==> config.mk <==
export PLATFORM = sky130hd
export DESIGN_NAME = sync_fifo_ram_flat
export DESIGN_NICKNAME = d
export VERILOG_FILES = /design/src/rtl/sync_fifo_ram_if.sv /design/src/rtl/sync_fifo_ram.sv /design/src/flat_wrapper.sv
export SDC_FILE = /design/constraint.sdc
export NUM_CORES = 1
export LEC_CHECK = 0
export CORE_ASPECT_RATIO = 1.2
export CORE_MARGIN = 2
export CORE_UTILIZATION = 30
export DETAILED_ROUTE_END_ITERATION = 12
export PLACE_DENSITY = 0.45
export SETUP_SLACK_MARGIN = 0.1
export SYNTH_ARGS = -nofsm -noshare
export SYNTH_HDL_FRONTEND = slang
export SYNTH_SLANG_ARGS = --single-unit
export TNS_END_PERCENT = 50
==> constraint.sdc <==
create_clock -name clk -period 4.25 [get_ports clk]
set_input_delay 0.6375 -clock clk [delete_from_list [all_inputs] [get_ports clk]]
set_output_delay 0.6375 -clock clk [all_outputs]
set_load 0.01 [all_outputs]
==> src/rtl/sync_fifo_ram_if.sv <==
// Bus bundle for sync_fifo_ram. The producer/consumer side uses the master modport.
// The FIFO side uses the slave modport.
interface sync_fifo_ram_if #(
  parameter int ADDR_WIDTH = 6,
  parameter int DATA_WIDTH = 8
);
  logic                  wen;
  logic [DATA_WIDTH-1:0] wdata;
  logic                  ren;
  logic [DATA_WIDTH-1:0] rdata;
  logic                  rvalid;
  logic                  full;
  logic                  empty;
  logic                  almost_full;
  logic                  almost_empty;
  logic [ADDR_WIDTH:0]   count;
  logic                  overflow;
  logic                  underflow;

  modport master (
    output wen, wdata, ren,
    input  rdata, rvalid, full, empty, almost_full, almost_empty,
           count, overflow, underflow
  );

  modport slave (
    input  wen, wdata, ren,
    output rdata, rvalid, full, empty, almost_full, almost_empty,
           count, overflow, underflow
  );
endinterface

==> src/rtl/sync_fifo_ram.sv <==
// Single-clock FIFO over an internal dual-port array with a registered read port.
// Supports a standard read mode (1-cycle latency) or first-word-fall-through, plus flags and sticky errors.
module sync_fifo_ram #(
  parameter int ADDR_WIDTH = 6,
  parameter int DATA_WIDTH = 8,
  parameter int DEPTH      = 2 ** ADDR_WIDTH,
  parameter int FWFT       = 0,
  parameter int AFULL_TH   = DEPTH - 4,
  parameter int AEMPTY_TH  = 4
) (
  input  logic            clk,
  input  logic            reset_n,
  sync_fifo_ram_if.slave  bus
);

  localparam logic [ADDR_WIDTH:0] C_DEPTH   = (ADDR_WIDTH+1)'(DEPTH);
  localparam logic [ADDR_WIDTH:0] C_AFULL   = (ADDR_WIDTH+1)'(AFULL_TH);
  localparam logic [ADDR_WIDTH:0] C_AEMPTY  = (ADDR_WIDTH+1)'(AEMPTY_TH);
  localparam logic [ADDR_WIDTH:0] C_ONE     = {{ADDR_WIDTH{1'b0}}, 1'b1};

  logic [DATA_WIDTH-1:0] r_mem [DEPTH];

  logic [ADDR_WIDTH:0]   r_wptr;
  logic [ADDR_WIDTH:0]   r_rptr;
  logic [ADDR_WIDTH:0]   r_count;
  logic [DATA_WIDTH-1:0] r_rdata;
  logic                  r_rvalid;
  logic                  r_overflow;
  logic                  r_underflow;

  logic                  w_ptr_full;
  logic                  w_arr_empty;
  logic                  w_full;
  logic                  w_empty;
  logic                  w_wr_acc;
  logic                  w_pop;
  logic                  w_arr_rd;
  logic [ADDR_WIDTH:0]   w_wptr_nxt;
  logic [ADDR_WIDTH:0]   w_rptr_nxt;
  logic [ADDR_WIDTH:0]   w_count_nxt;
  logic [DATA_WIDTH-1:0] w_rdata_nxt;
  logic                  w_rvalid_nxt;
  logic                  w_overflow_nxt;
  logic                  w_underflow_nxt;

  // Flag decode from registered pointers, count and output-register state.
  always_comb begin
    w_ptr_full  = (r_wptr[ADDR_WIDTH] != r_rptr[ADDR_WIDTH]) &&
                  (r_wptr[ADDR_WIDTH-1:0] == r_rptr[ADDR_WIDTH-1:0]);
    w_arr_empty = (r_wptr == r_rptr);
    // In FWFT mode the output register adds one slot, so count also caps fullness at DEPTH.
    w_full      = w_ptr_full || (r_count == C_DEPTH);
    if (FWFT != 0) begin
      w_empty = !r_rvalid;
    end else begin
      w_empty = w_arr_empty;
    end
  end

  // Accept decisions and next-state values, all on pre-edge state.
  always_comb begin
    w_wr_acc        = 1'b0;
    w_pop           = 1'b0;
    w_arr_rd        = 1'b0;
    w_rvalid_nxt    = 1'b0;
    w_rdata_nxt     = r_rdata;
    w_wptr_nxt      = r_wptr;
    w_rptr_nxt      = r_rptr;
    w_count_nxt     = r_count;
    w_overflow_nxt  = r_overflow || (bus.wen && w_full);
    w_underflow_nxt = r_underflow || (bus.ren && w_empty);

    w_wr_acc = bus.wen && !w_full;
    if (FWFT != 0) begin
      w_pop        = bus.ren && r_rvalid;
      w_arr_rd     = (!r_rvalid || w_pop) && !w_arr_empty;
      if (w_arr_rd) begin
        w_rvalid_nxt = 1'b1;
      end else if (w_pop) begin
        w_rvalid_nxt = 1'b0;
      end else begin
        w_rvalid_nxt = r_rvalid;
      end
    end else begin
      w_pop        = bus.ren && !w_arr_empty;
      w_arr_rd     = w_pop;
      w_rvalid_nxt = w_pop;
    end

    if (w_arr_rd) begin
      w_rdata_nxt = r_mem[r_rptr[ADDR_WIDTH-1:0]];
      w_rptr_nxt  = r_rptr + C_ONE;
    end else begin
      w_rdata_nxt = r_rdata;
      w_rptr_nxt  = r_rptr;
    end

    if (w_wr_acc) begin
      w_wptr_nxt = r_wptr + C_ONE;
    end else begin
      w_wptr_nxt = r_wptr;
    end

    case ({w_wr_acc, w_pop})
      2'b10:   w_count_nxt = r_count + C_ONE;
      2'b01:   w_count_nxt = r_count - C_ONE;
      default: w_count_nxt = r_count;
    endcase
  end

  // Storage array write port; contents are intentionally not reset.
  always_ff @(posedge clk) begin
    if (w_wr_acc) begin
      r_mem[r_wptr[ADDR_WIDTH-1:0]] <= bus.wdata;
    end
  end

  // Control and output state registers.
  always_ff @(posedge clk or negedge reset_n) begin
    if (!reset_n) begin
      r_wptr      <= '0;
      r_rptr      <= '0;
      r_count     <= '0;
      r_rdata     <= '0;
      r_rvalid    <= 1'b0;
      r_overflow  <= 1'b0;
      r_underflow <= 1'b0;
    end else begin
      r_wptr      <= w_wptr_nxt;
      r_rptr      <= w_rptr_nxt;
      r_count     <= w_count_nxt;
      r_rdata     <= w_rdata_nxt;
      r_rvalid    <= w_rvalid_nxt;
      r_overflow  <= w_overflow_nxt;
      r_underflow <= w_underflow_nxt;
    end
  end

  assign bus.rdata        = r_rdata;
  assign bus.rvalid       = r_rvalid;
  assign bus.full         = w_full;
  assign bus.empty        = w_empty;
  assign bus.count        = r_count;
  assign bus.almost_full  = (r_count >= C_AFULL);
  assign bus.almost_empty = (r_count <= C_AEMPTY);
  assign bus.overflow     = r_overflow;
  assign bus.underflow    = r_underflow;

endmodule

==> src/flat_wrapper.sv <==
// flat-port wrapper written by rule: the top's interface ports become plain ports
module sync_fifo_ram_flat 
#(
  parameter int ADDR_WIDTH = 6,
  parameter int DATA_WIDTH = 8,
  parameter int DEPTH      = 2 ** ADDR_WIDTH,
  parameter int FWFT       = 0,
  parameter int AFULL_TH   = DEPTH - 4,
  parameter int AEMPTY_TH  = 4
)
  (clk, reset_n, bus_wen, bus_wdata, bus_ren, bus_rdata, bus_rvalid, bus_full, bus_empty, bus_almost_full, bus_almost_empty, bus_count, bus_overflow, bus_underflow);
  sync_fifo_ram_if #(.ADDR_WIDTH(ADDR_WIDTH), .DATA_WIDTH(DATA_WIDTH)) bus_i ();
  input  logic clk;
  input  logic reset_n;
  input wire logic [$bits(bus_i.wen)-1:0] bus_wen;
  input wire logic [$bits(bus_i.wdata)-1:0] bus_wdata;
  input wire logic [$bits(bus_i.ren)-1:0] bus_ren;
  output wire logic [$bits(bus_i.rdata)-1:0] bus_rdata;
  output wire logic [$bits(bus_i.rvalid)-1:0] bus_rvalid;
  output wire logic [$bits(bus_i.full)-1:0] bus_full;
  output wire logic [$bits(bus_i.empty)-1:0] bus_empty;
  output wire logic [$bits(bus_i.almost_full)-1:0] bus_almost_full;
  output wire logic [$bits(bus_i.almost_empty)-1:0] bus_almost_empty;
  output wire logic [$bits(bus_i.count)-1:0] bus_count;
  output wire logic [$bits(bus_i.overflow)-1:0] bus_overflow;
  output wire logic [$bits(bus_i.underflow)-1:0] bus_underflow;
  assign bus_i.wen = bus_wen;
  assign bus_i.wdata = bus_wdata;
  assign bus_i.ren = bus_ren;
  assign bus_rdata = bus_i.rdata;
  assign bus_rvalid = bus_i.rvalid;
  assign bus_full = bus_i.full;
  assign bus_empty = bus_i.empty;
  assign bus_almost_full = bus_i.almost_full;
  assign bus_almost_empty = bus_i.almost_empty;
  assign bus_count = bus_i.count;
  assign bus_overflow = bus_i.overflow;
  assign bus_underflow = bus_i.underflow;
  sync_fifo_ram #(.ADDR_WIDTH(ADDR_WIDTH), .DATA_WIDTH(DATA_WIDTH), .DEPTH(DEPTH), .FWFT(FWFT), .AFULL_TH(AFULL_TH), .AEMPTY_TH(AEMPTY_TH)) u_core (.clk(clk), .reset_n(reset_n), .bus(bus_i));
endmodule
==> results by group <==
Synthesis
  – Most numerous cell in the Yosys netlist: edfxtp_1
  – EDFF count, synth: about 510
  – Share of Yosys cell area claimed by the top area cell type: 71.40%
  – Yosys top cell by area: edfxtp_1
  – FFs w/ async S/R, synth: 5.882%
  – Syn. warnings: 0
  – Cells after Synth: 1,094
  – Avg Cell Area, Syn: slightly below 20 um2
  – Post-synth top flop: edfxtp_1
  – Sequential cell area fraction in the yosys report: about three quarters
  – Syn Std Cell Area: ~22,000 um2
  – Syn nets: 1,115
  – Ranking of synthesized cells by area: edfxtp_1, mux4_2, dfrtp_1, mux2i_1, nor2_1
  – Distinct cells, synth: 60
  – Flops & latches, synth: around 540
  – Synth top cells by count: edfxtp_1, mux4_2, nor2_1

STA
  – RSZ-0062 raised after global routing: no
  – Max-slew headroom: ~24%
  – Pins Over Slew Limit: 0
  – Final setup viols: 0
  – Worst Skew: approximately 0.031 ns
  – Fin Hold WS: 0.1217 ns
  – Minimum clock period: approximately 3.6 ns
  – Fmax: 281.6 MHz
  – Worst slew pin tran: 1.138 ns
  – Final Cycle Share: a little over four fifths
  – Total Neg Setup Slack: 0 ns
  – Final Hold Viols: 0

Finish
  – Layout Nets: 1,197
  – Final core occ: 34.78%
  – Post-Layout Cell Count: between 2,000 and 2,500
  – Area growth, synth to finish: 14.84%
  – Layout cell share with drive strength beyond 1: between 20% and 30%
  – Antenna cells: 0
  – Final instance area: ~25,000 um2

Die
  – Std cell rows: 107
  – Die W: roughly 250 um
  – Die ar.: between 70,000 and 80,000 um2
  – Initial core utilization: 30.29%
  – Core area: between 70,000 and 80,000 um2
  – Io pins: 34
  – Die Ht: between 200 and 300 um

Detailed routing
  – Vias post-DR: 10,600
  – Starting DRT DRC Count: approximately 860
  – Total iterations of the first detailed-routing run: 10
  – Vias per std cell: ~4.9
  – Post-route ant nets: 0
  – Routed wire per std cell: roughly 26 um
  – DRC Markers: 7
  – Total Routed Length: ~55,000 um

Clocking
  – Post-CTS Setup Inserts: 0
  – Clock buffer count from CTS: 54
  – Clock transition at path regs: ~0.070 ns
  – Max Root-Sink Buffers: 3
  – CTS sink count: between 500 and 600
  – CTS Root Cell: clkbuf_16
  – Clk Latency, worst-skew pair: roughly 0.61 ns
  – H-tree levels: 2
  – PostCTS Resize Cnt: 0
  – CTS tree: built
  – Hold Buf Count CTS: 0

Power
  – Power Density: between 600 and 700 nW/um2
  – Leakage: 7.801 nW
  – Worst vdd ir: 401.2 uV

Placement
  – PortBufs: 33
  – Detailed Place HPWL: between 30,000 and 40,000 um
  – Placed cells: 2,046
  – Placed cell area: 23,110 um2
  – RePlAce Congestion: slightly above 0.8

Worst setup path
  – Register-to-register setup slack: approximately 0.8 ns
  – Worst-path maximum fanout: 12
  – CP Data Arrival Time: ~2.9 ns
  – Critical Setup Path Class: register to primary output
  – R2r endpoint: u_core.bus.count[5]
  – Worst path required time: 3.61 ns
  – RR Startpoint: u_core.r_rptr[5]
  – Crit end category: primary output
  – CP Launch Type: register
  – Cells on worst reg2reg path: 11

GRT
  – Vias in the first global route: 11,100
  – GRT Residual Overflow: 0
  – First-pass GRT wire length: roughly 80,000 um
  – GRT Overall Usage: 14.89%
  – Largest net degree at the start of global routing: 65
  – Antenna violations before repair: 0

Min path
  – Hold WC Path Type: input pin to asynchronous set/reset pin

Job
  – Max-Cap Viols: 0

Run status
  – Outcome: finished with violations
  – Failing checks: DRC
## final cells by class
cell class,instances,area (um2)
clock buffer,64,1389
clock inverter,35,226.5
fill,6614,46360
inverter,9,33.78
multi-input combinational,473,4969
sequential,544,16180
tap,926,1159
timing repair buffer,94,768.2
## sequential cells by signal, indices dropped and copies added (netlist names)
signal and cells:
u_core.bus.rvalid 1, u_core.bus.overflow 1, u_core.r_mem 512, u_core.bus.count 7
u_core.bus.rdata 8, u_core.bus.underflow 1, u_core.r_rptr 7, u_core.r_wptr 7
## where the power goes
group	internal, W	total (W)	switching [W]
Sequential	0.00619	0.00644	0.000254
Combinational	0.00196	0.00465	0.00269
Clock	0.00245	0.00448	0.00203
## kinds of logic (layout without fill, tap and decap cells)
logic type                 Yosys count  in the layout  synth area share [%]
and+or+nand+nor                    158            158                 3.498
xor gates and xnor gates            24             24                0.9762
DFF                                544            544                 75.12
AOI/OAI and AO/OA                  129            129                 4.387
muxes                              153            153                 13.62
buffers and inverters               77            202                 1.842
adders and majority gates            9              9                0.5579
## layer usage
metal | global-route usage [%] | routed length [um]
met5 | 0 | 0
met4 | 5.152 | 1608
met3 | 2.468 | 2259
met2 | 25.10 | 27220
met1 | 19.49 | 24090
## critical path, cell delays in order (launching register included)
cell	delay (ns)
dfrtp_1	0.59
xnor2_1	0.17
nand4_1	0.26
nor4_1	0.63
clkdlybuf4s50_1	0.66
## worst max path at each step
stage	cells after the start	start	slack (ns)	end
after floorplan	12	u_core.r_rptr[2]	1.02	u_core.bus.count[6]
after global placement	11	u_core.r_rptr[5]	0.94	u_core.bus.count[6]
after detailed placement	11	u_core.r_rptr[5]	0.88	u_core.bus.count[5]
after CTS	4	u_core.r_rptr[5]	0.67	bus_empty
after global routing	11	u_core.r_rptr[5]	0.46	u_core.bus.count[5]
final	4	u_core.r_rptr[5]	0.70	bus_empty
## through the flow
| step | total power (W) | setup slack [ns] |
|---|---|---|
| 2_1_floorplan | 0.009564 | 1.023 |
| 3_3_place_gp | 0.01130 | 0.9377 |
| 3_5_place_dp | 0.01130 | 0.8775 |
| 4_1_cts | 0.01580 | 0.6727 |
| 5_1_grt | 0.01623 | 0.4560 |
| 6_report | 0.01557 | 0.6994 |
## cells in the final DEF (no fill, tap or decap), types with 4 or more instances in the layout
master and n:
edfxtp_1 512, mux4_2 110, nor2_1 72, buf_4 59, clkbuf_16 54, mux2i_1 36, a22oi_1 36, dfrtp_1 30
nand2_1 28, clkdlybuf4s50_1 24, xnor2_1 17, a21oi_1 17, clkinv_2 15, clkinv_1 14, o21ai_0 13, a211oi_1 11
clkbuf_1 10, buf_2 9, nand3_1 8, ha_1 8, xor2_1 7, inv_1 7, o211ai_1 7, or4_1 6
nand3b_1 6, mux2_2 6, o221ai_1 6, a22o_1 6, nand2b_1 5, a21o_1 5, nor3b_1 5, nor4_1 4
nor3_1 4, o32a_1 4
(Power assumes the default switching activity.)
